$ cat config.mk
export PLATFORM = sky130hd
export DESIGN_NAME = turbo_enc_ctrl
export DESIGN_NICKNAME = d
export VERILOG_FILES = /design/src/rtl/turbo_enc_ctrl.sv
export SDC_FILE = /design/constraint.sdc
export NUM_CORES = 1
export LEC_CHECK = 0
export CAP_MARGIN = 15
export CORE_MARGIN = 4
export CORE_UTILIZATION = 40
export DETAILED_ROUTE_END_ITERATION = 12
export PLACE_DENSITY_LB_ADDON = 0.25
export SLEW_MARGIN = 20
export SYNTH_ARGS = -nofsm -noshare
export SYNTH_HDL_FRONTEND = slang
export SYNTH_SLANG_ARGS = --single-unit
export TNS_END_PERCENT = 20
$ cat constraint.sdc
create_clock -name clk -period 3.4 [get_ports clk]
set_input_delay 0.85 -clock clk [delete_from_list [all_inputs] [get_ports clk]]
set_output_delay 0.85 -clock clk [all_outputs]
set_load 0.05 [all_outputs]
$ cat src/rtl/turbo_enc_ctrl.sv
// Frame sequencer for the LTE turbo encoder: natural/QPP read addressing, 3-cycle tail window.
// Optional macro TURBO_CTRL_ABORT_EN adds an abort input that cancels a frame in flight.
module turbo_enc_ctrl #(
  parameter int AW = 13
) (
  input  logic          clk,
  input  logic          aclr,
  input  logic          req,
  input  logic          K,
`ifdef TURBO_CTRL_ABORT_EN
  input  logic          abort,
`endif
  output logic          ack,
  output logic          enc_start,
  output logic          enc_clr,
  output logic          rd_en,
  output logic [AW-1:0] rd_addr,
  output logic [AW-1:0] il_addr,
  output logic          ck_valid,
  output logic          tail,
  output logic          busy,
  output logic          done,
  output logic          frame_k
);

  localparam logic [2:0] ST_IDLE  = 3'd0;
  localparam logic [2:0] ST_DATA  = 3'd1;
  localparam logic [2:0] ST_DRAIN = 3'd2;
  localparam logic [2:0] ST_TAIL  = 3'd3;
  localparam logic [2:0] ST_DONE  = 3'd4;

  localparam logic [AW-1:0] KSZ_S   = AW'(13'd1056);
  localparam logic [AW-1:0] KSZ_L   = AW'(13'd6144);
  localparam logic [AW-1:0] G0_S    = AW'(13'd83);
  localparam logic [AW-1:0] G0_L    = AW'(13'd743);
  localparam logic [AW-1:0] TWOF2_S = AW'(13'd132);
  localparam logic [AW-1:0] TWOF2_L = AW'(13'd960);

  // Both operands are below ksz, so one conditional subtract reduces the sum.
  function automatic logic [AW-1:0] mod_add(input logic [AW-1:0] a, input logic [AW-1:0] b,
                                            input logic [AW-1:0] ksz);
    logic [AW:0] sum;
    sum = {1'b0, a} + {1'b0, b};
    if (sum >= {1'b0, ksz}) begin
      mod_add = AW'(sum - {1'b0, ksz});
    end else begin
      mod_add = sum[AW-1:0];
    end
  endfunction

  logic [2:0]    state_r, state_s;
  logic [AW-1:0] rd_addr_r, rd_addr_s, il_addr_r, il_addr_s, g_r, g_s;
  logic [1:0]    tail_cnt_r, tail_cnt_s;
  logic          ack_r, ack_s, enc_clr_r, enc_clr_s, rd_en_r, rd_en_s;
  logic          ck_valid_r, ck_valid_s, tail_r, tail_s, busy_r, busy_s;
  logic          done_r, done_s, frame_k_r, frame_k_s, abort_s;
  logic [AW-1:0] ksz_s, two_f2_s;

  assign ksz_s    = frame_k_r ? KSZ_L : KSZ_S;
  assign two_f2_s = frame_k_r ? TWOF2_L : TWOF2_S;

`ifdef TURBO_CTRL_ABORT_EN
  assign abort_s = abort && ((state_r == ST_DATA) || (state_r == ST_DRAIN) || (state_r == ST_TAIL));
`else
  assign abort_s = 1'b0;
`endif

  // Next-state and next-output decode; every output is registered below.
  always_comb begin
    state_s    = state_r;
    rd_addr_s  = {AW{1'b0}};
    il_addr_s  = {AW{1'b0}};
    g_s        = {AW{1'b0}};
    tail_cnt_s = 2'd0;
    ack_s      = 1'b0;
    enc_clr_s  = 1'b0;
    rd_en_s    = 1'b0;
    ck_valid_s = 1'b0;
    tail_s     = 1'b0;
    busy_s     = 1'b0;
    done_s     = 1'b0;
    frame_k_s  = frame_k_r;
    case (state_r)
      ST_IDLE, ST_DONE: begin
        if (req) begin
          state_s   = ST_DATA;
          ack_s     = 1'b1;
          rd_en_s   = 1'b1;
          busy_s    = 1'b1;
          frame_k_s = K;
          g_s       = K ? G0_L : G0_S;
        end else begin
          state_s = ST_IDLE;
        end
      end
      ST_DATA: begin
        busy_s     = 1'b1;
        ck_valid_s = 1'b1;
        if (rd_addr_r == ksz_s - AW'(1'b1)) begin
          state_s = ST_DRAIN;
        end else begin
          rd_en_s   = 1'b1;
          rd_addr_s = rd_addr_r + AW'(1'b1);
          il_addr_s = mod_add(il_addr_r, g_r, ksz_s);
          g_s       = mod_add(g_r, two_f2_s, ksz_s);
        end
      end
      ST_DRAIN: begin
        state_s = ST_TAIL;
        tail_s  = 1'b1;
        busy_s  = 1'b1;
      end
      ST_TAIL: begin
        busy_s = 1'b1;
        if (tail_cnt_r == 2'd2) begin
          state_s = ST_DONE;
          done_s  = 1'b1;
        end else begin
          tail_s     = 1'b1;
          tail_cnt_s = tail_cnt_r + 2'd1;
        end
      end
      default: begin
        state_s = ST_IDLE;
      end
    endcase
    if (abort_s) begin
      state_s    = ST_IDLE;
      rd_addr_s  = {AW{1'b0}};
      il_addr_s  = {AW{1'b0}};
      g_s        = {AW{1'b0}};
      tail_cnt_s = 2'd0;
      ack_s      = 1'b0;
      enc_clr_s  = 1'b1;
      rd_en_s    = 1'b0;
      ck_valid_s = 1'b0;
      tail_s     = 1'b0;
      busy_s     = 1'b0;
      done_s     = 1'b0;
    end else begin
      enc_clr_s = 1'b0;
    end
  end

  // State and output registers; aclr clears everything and raises enc_clr next cycle.
  always_ff @(posedge clk) begin
    if (aclr) begin
      state_r    <= ST_IDLE;
      rd_addr_r  <= {AW{1'b0}};
      il_addr_r  <= {AW{1'b0}};
      g_r        <= {AW{1'b0}};
      tail_cnt_r <= 2'd0;
      ack_r      <= 1'b0;
      enc_clr_r  <= 1'b1;
      rd_en_r    <= 1'b0;
      ck_valid_r <= 1'b0;
      tail_r     <= 1'b0;
      busy_r     <= 1'b0;
      done_r     <= 1'b0;
      frame_k_r  <= 1'b0;
    end else begin
      state_r    <= state_s;
      rd_addr_r  <= rd_addr_s;
      il_addr_r  <= il_addr_s;
      g_r        <= g_s;
      tail_cnt_r <= tail_cnt_s;
      ack_r      <= ack_s;
      enc_clr_r  <= enc_clr_s;
      rd_en_r    <= rd_en_s;
      ck_valid_r <= ck_valid_s;
      tail_r     <= tail_s;
      busy_r     <= busy_s;
      done_r     <= done_s;
      frame_k_r  <= frame_k_s;
    end
  end

  assign ack       = ack_r;
  assign enc_start = ack_r;
  assign enc_clr   = enc_clr_r;
  assign rd_en     = rd_en_r;
  assign rd_addr   = rd_addr_r;
  assign il_addr   = il_addr_r;
  assign ck_valid  = ck_valid_r;
  assign tail      = tail_r;
  assign busy      = busy_r;
  assign done      = done_r;
  assign frame_k   = frame_k_r;

endmodule

# == After elaboration in Yosys (flattened, before gate mapping) ==
# Index checks and enable logic that the tools add are counted.
# W data, S select, Z words.
# totals
reg_bits,52
latchBits,0
ram_bits,0
romBits,0
inputBits,4
output_inout_bits,35
wordCells,63
n_memories,0
# op_classes
n_addsub,7
mul,0
div_mod_pow,0
n_lt_le_gt_ge,2
n_eq_ne,8
shifts,0
n_mux,21
n_bitwise,3
reduce_logical,9
# op_table
operator,n
$mux W13,4
$mux W10,3
$ge A14 B13 Y1,2
$pmux W13 S2,1
$sub A13 B13 Y13,2
$add A13 B10 Y14,1
$add A13 B13 Y14,1
$add A13 B1 Y13 const B,1
$eq A13 B13 Y1,1
$sub A13 B1 Y13 const B,1
$pmux W3 S4,1
$reduce_or A3 Y1,3
$mux W1,7
$eq A3 B2 Y1 const B,2
$mux W3,2
$pmux W1 S2,3
$reduce_or A2 Y1,3
$ne A2 B2 Y1 const B,2
$reduce_and A2 Y1,2
$eq A3 B1 Y1 const B,1
$eq A3 B3 Y1 const B,1
$logic_not A3 Y1,1
$not A1 Y1,3
$add A2 B1 Y2 const B,1
$eq A2 B2 Y1 const B,1

# == Longest topological paths before layout ==
# Gate-level depths: netlist of run 1.
# logic_depth
depth_word,6
depth_mapped,18
mapped_depth_nobuf,17

# == Worst setup path after synthesis of run 1 ==
# OpenSTA, ideal clock, no wires.
# synth_timing
path_type,register to register
start,"register il_addr_r[0], in the netlist il_addr[0]"
end,"register il_addr_r[8], in the netlist il_addr[8]"
setup_time_ns,0.069
t_arrival_ns,3.950
t_required_ns,3.331
path_slack_ns,-0.618
path_stages_with_launch,17
n_path_buf,0
synth_period_minus_slack_ns,4.018
path_cell_list,dfxtp_1 ha_1 inv_1 fa_1 nor2b_1 o2111ai_1 a32oi_1 a21o_1 a21oi_1 xnor2_1 ha_1 and3_1 o2111ai_1 o31ai_1 a211o_1 or4b_2 o21ai_1
# synth_between
elab_chain_len,3
word_cells_on_any_way,4
classes_between,add/sub (2); order compare (1); mux (1)
# synth_lines
item,line_no,source
"start, declared",52,"logic [AW-1:0] rd_addr_r, rd_addr_s, il_addr_r, il_addr_s, g_r, g_s;"
"start signal, assigned",150,il_addr_r <= {AW{1'b0}};
"start signal, assigned",164,il_addr_r <= il_addr_s;
$add A13 B13 Y14 *,43,"sum = {1'b0, a} + {1'b0, b};"
$sub A13 B13 Y13 or $ge A14 B13 Y1 (tied branches),"45, 44",
$mux W13 *,44,"if (sum >= {1'b0, ksz}) begin"
# Mark *: on every way between the ends. The rest lies on a longest branch, timed or not.
# A chain may end at the register's enable or synchronous reset.

# == Worst setup path in the final report of run 1 ==
# layout_timing
start,"register il_addr_r[0], in the netlist il_addr[0]"
end,"register il_addr_r[5], in the netlist il_addr[5]"
# Same word-level chain as after synthesis.

==> results.json, run 1 <==
{
  "cap_violations": 0,
  "max-slew-margin-rel_pct": 60.44,
  "peakVddDrop_v": 0.0002257,
  "crit_type": "reg2reg",
  "core.rowCount": 31,
  "final_max_slew_viol_count": 0,
  "core_region_area_um2": 7408,
  "antenna_found_initial": 0,
  "first_pass_iters": 4,
  "h-tree-depth": 2,
  "setup_violations": 8,
  "cts_sinks": 51,
  "grt_start_max_net_pins": 19,
  "grt_usage_pct": 18.47,
  "cts_made_buffers": 5,
  "reg2reg_slack_ps": -380,
  "crit_path_max_fanout": 3,
  "wirelength_um": 8141,
  "grt_pass1_vias": 2888,
  "wl_met3_um": 225,
  "synth-edff-count": 0,
  "required_ps": 3660,
  "finalCriticalPeriod_ps": 3777,
  "routed-wl-met2_um": 4007,
  "fmax_mhz": 264.8,
  "violations": "setup timing",
  "final_common_cell": "buf_4",
  "start_util_pct": 41.92,
  "cts_tree": "done",
  "synth-seq-cells": 51,
  "critPathSlowestCell": "fa_2",
  "slowest_delay_ps": 380,
  "async_flop_share_pct": 0,
  "diodes": 0,
  "synth_cell_types": 59,
  "fin_ws_ps": -377.1,
  "syn_area_per_cell_um2": 8.723,
  "drtAntennaViolNets": 0,
  "start_kind": "flop",
  "vias": 2899,
  "crit_arrival_ps": 4040,
  "grt_pass1_wl_um": 13480,
  "cp_cell_sequence": "ha_4, inv_2, fa_2, nor2b_4, o2111ai_4, a32oi_2, a21o_1, o41ai_2, xnor2_1, ha_1, nor2b_4, a2111oi_4, o31ai_4, a211o_1, buf_6, mux2_4, nor2_2",
  "syn-cell-area_um2": 3105,
  "finClkSkew_ps": 8.886,
  "fin_crit_sh_pct": 111.1,
  "ioPinCount": 39,
  "port_buffers": 38,
  "synth_flop_cell": "dfxtp_1",
  "insertion_delay_ps": 310,
  "tns_ps": -2422,
  "top_layer": "met4",
  "cpMostUsedCell": "nor2b_4",
  "clk_pin_slew_ps": 110,
  "drtIter0Drc": 113,
  "yosysWarnings": 0,
  "die_y_um": 96.11,
  "gp_congestion": 0.8973,
  "cts_root_buf": "clkbuf_8",
  "whs_path_depth": 1,
  "cts_buffer_depth": 2,
  "drive_gt1_share_pct": 25.06,
  "post-dp-hpwl_um": 5815,
  "wl_per_cell_um": 14.91,
  "grt_setup_unrepaired": "true",
  "drc": 0,
  "viasPerCell": 5.310,
  "yosysSeqAreaShare_pct": 32.88,
  "finalPower_uw": 2268,
  "fin_nets": 481,
  "m1WireLength_um": 3790,
  "dieArea_um2": 9237,
  "syn-num-nets": 391,
  "worst_slew_pin_slew_ps": 587.2,
  "layout_common_cells": "buf_4, dfxtp_1, clkdlybuf4s50_1",
  "hold_viol_final": 0,
  "outcome": "finished, violations left",
  "finish.utilization_pct": 57.59,
  "synthCells": 356,
  "overflow": 0,
  "fp.dieW_um": 96.11,
  "hp-class": "reg2reg",
  "reg2regPathDepth": 17,
  "power_density_nw_per_um2": 531.6,
  "area_delta_synth_final_pct": 37.39,
  "p_leak_uw": 0.001820,
  "endpoint_kind": "flop"
}
cell type report:
class	count	area [um^2]
Timing Repair Buffer	91	789.5
Clock inverter	3	26.28
Fill cell	678	3142
Sequential cell	51	1036
Tap cell	99	123.9
Inverter	16	60.06
Clock buffer	5	68.82
Multi-Input combinational cell	281	2162
routing by layer:
| metal | GRT usage, % | vias up |
|---|---|---|
| met5 | 0 | - |
| met2 | 31.45 | 49 |
| met3 | 2.815 | 10 |
| li1 | - | 1473 |
| met1 | 23.84 | 1367 |
| met4 | 5.806 | 0 |
state kept, by name (all words and copies together) (netlist names), 2 cells and up:
| register | flops |
|---|---|
| state_r | 3 |
| tail_cnt_r | 2 |
| rd_addr | 13 |
| il_addr | 13 |
| g_r | 12 |
path summary, 6_finish.rpt:
check | start | endpoint
max | il_addr[0] | il_addr[5]
min | tail_cnt_r[0] | tail_cnt_r[0]
max reg2reg | il_addr[0] | il_addr[5]
min reg2reg | tail_cnt_r[0] | tail_cnt_r[0]
cell families (layout without fill, tap and decap cells):
family,after synthesis,in the layout,synth area share (%)
flops,51,51,32.88
compound gates,85,85,18.94
mux,3,3,1.128
xor+xnor,34,34,9.589
buf+inv,24,115,3.344
fa+ha+maj,31,31,12.73
simple gates,128,128,21.39
power by group:
group / internal, uW / switching [uW]
logic: 529 / 655
clock network: 152 / 229
registers: 655 / 47.8
total: 1340 / 932
synthesized netlist by cell type (2+ instances only):
library cell | instances | share of area [%]
dfxtp_1 | 51 | 33
nor2_1 | 34 | 4.1
ha_1 | 30 | 12
a21oi_1 | 22 | 3.5
nand2_1 | 21 | 2.5
xnor2_1 | 17 | 4.8
xor2_1 | 17 | 4.8
inv_1 | 16 | 1.9
nand3_1 | 15 | 2.4
o21ai_0 | 14 | 2.3
nor3_1 | 10 | 1.6
a21o_1 | 8 | 1.9
and3_1 | 7 | 1.4
and2_1 | 6 | 1.2
or2_2 | 6 | 1.2
o211ai_1 | 5 | 1.2
a31oi_1 | 4 | 0.81
clkbuf_1 | 4 | 0.48
nand4_1 | 4 | 0.81
nor2b_1 | 4 | 0.81
o2111ai_1 | 4 | 1.1
o21a_1 | 4 | 0.97
a211o_1 | 3 | 0.85
a211oi_1 | 3 | 0.73
and4_1 | 3 | 0.85
nand2b_1 | 3 | 0.60
or3_1 | 3 | 0.60
or4_1 | 3 | 0.73
buf_2 | 2 | 0.32
mux2i_1 | 2 | 0.64
nand4b_1 | 2 | 0.56
o31ai_1 | 2 | 0.48
stage by stage:
step	cells	area, um^2	worst slack [ps]	hold slack (ps)
after floorplan	356	3143	-198.7	392.4
after global placement	530	3941	-332.0	400.6
after detailed placement	530	3941	-465.1	415.6
after CTS	546	4187	-273.7	430.6
after global routing	546	4267	-607.7	444.2
final	546	4267	-377.1	422.2
repair_timing:
item | 4_1_cts | 5_1_grt
hold buffers | 0 | 0
setup buffers | 8 | 0
pin swaps | 14 | 10
resized for setup | 22 | 15
setup endpoints to repair | 10 | 16
critical path: cells and delay by family, from the launching register on:
family | cells | cell delay, ps
AO/OA/AOI/OAI | 7 | 1370
adder cells (fa/ha/maj) | 3 | 850
AND/OR/NAND/NOR | 3 | 390
flip-flops | 1 | 370
multiplexers | 1 | 290
XOR/XNOR | 1 | 270
buffers and inverters | 2 | 180
Note: power is estimated with default switching activity, not from simulation.
==> run 2, diff against run 1 <==
--- a/config.mk
+++ b/config.mk
@@ -8,6 +8,7 @@
 export CAP_MARGIN = 15
 export CORE_MARGIN = 4
 export CORE_UTILIZATION = 40
+export CTS_BUF_LIST = sky130_fd_sc_hd__clkbuf_2 sky130_fd_sc_hd__clkbuf_4 sky130_fd_sc_hd__clkbuf_8
 export DETAILED_ROUTE_END_ITERATION = 12
 export PLACE_DENSITY_LB_ADDON = 0.25
 export SLEW_MARGIN = 20
==> results of run 2 <==
Same layout as run 1: the final DEF is identical, and so are final timing and power.
==> run 3, diff against run 2 <==
--- a/config.mk
+++ b/config.mk
@@ -5,7 +5,7 @@
 export SDC_FILE = /design/constraint.sdc
 export NUM_CORES = 1
 export LEC_CHECK = 0
-export CAP_MARGIN = 15
+export CAP_MARGIN = 30
 export CORE_MARGIN = 4
 export CORE_UTILIZATION = 40
 export CTS_BUF_LIST = sky130_fd_sc_hd__clkbuf_2 sky130_fd_sc_hd__clkbuf_4 sky130_fd_sc_hd__clkbuf_8
==> results of run 3 <==
Same layout as run 1: the final DEF is identical, and so are final timing and power.
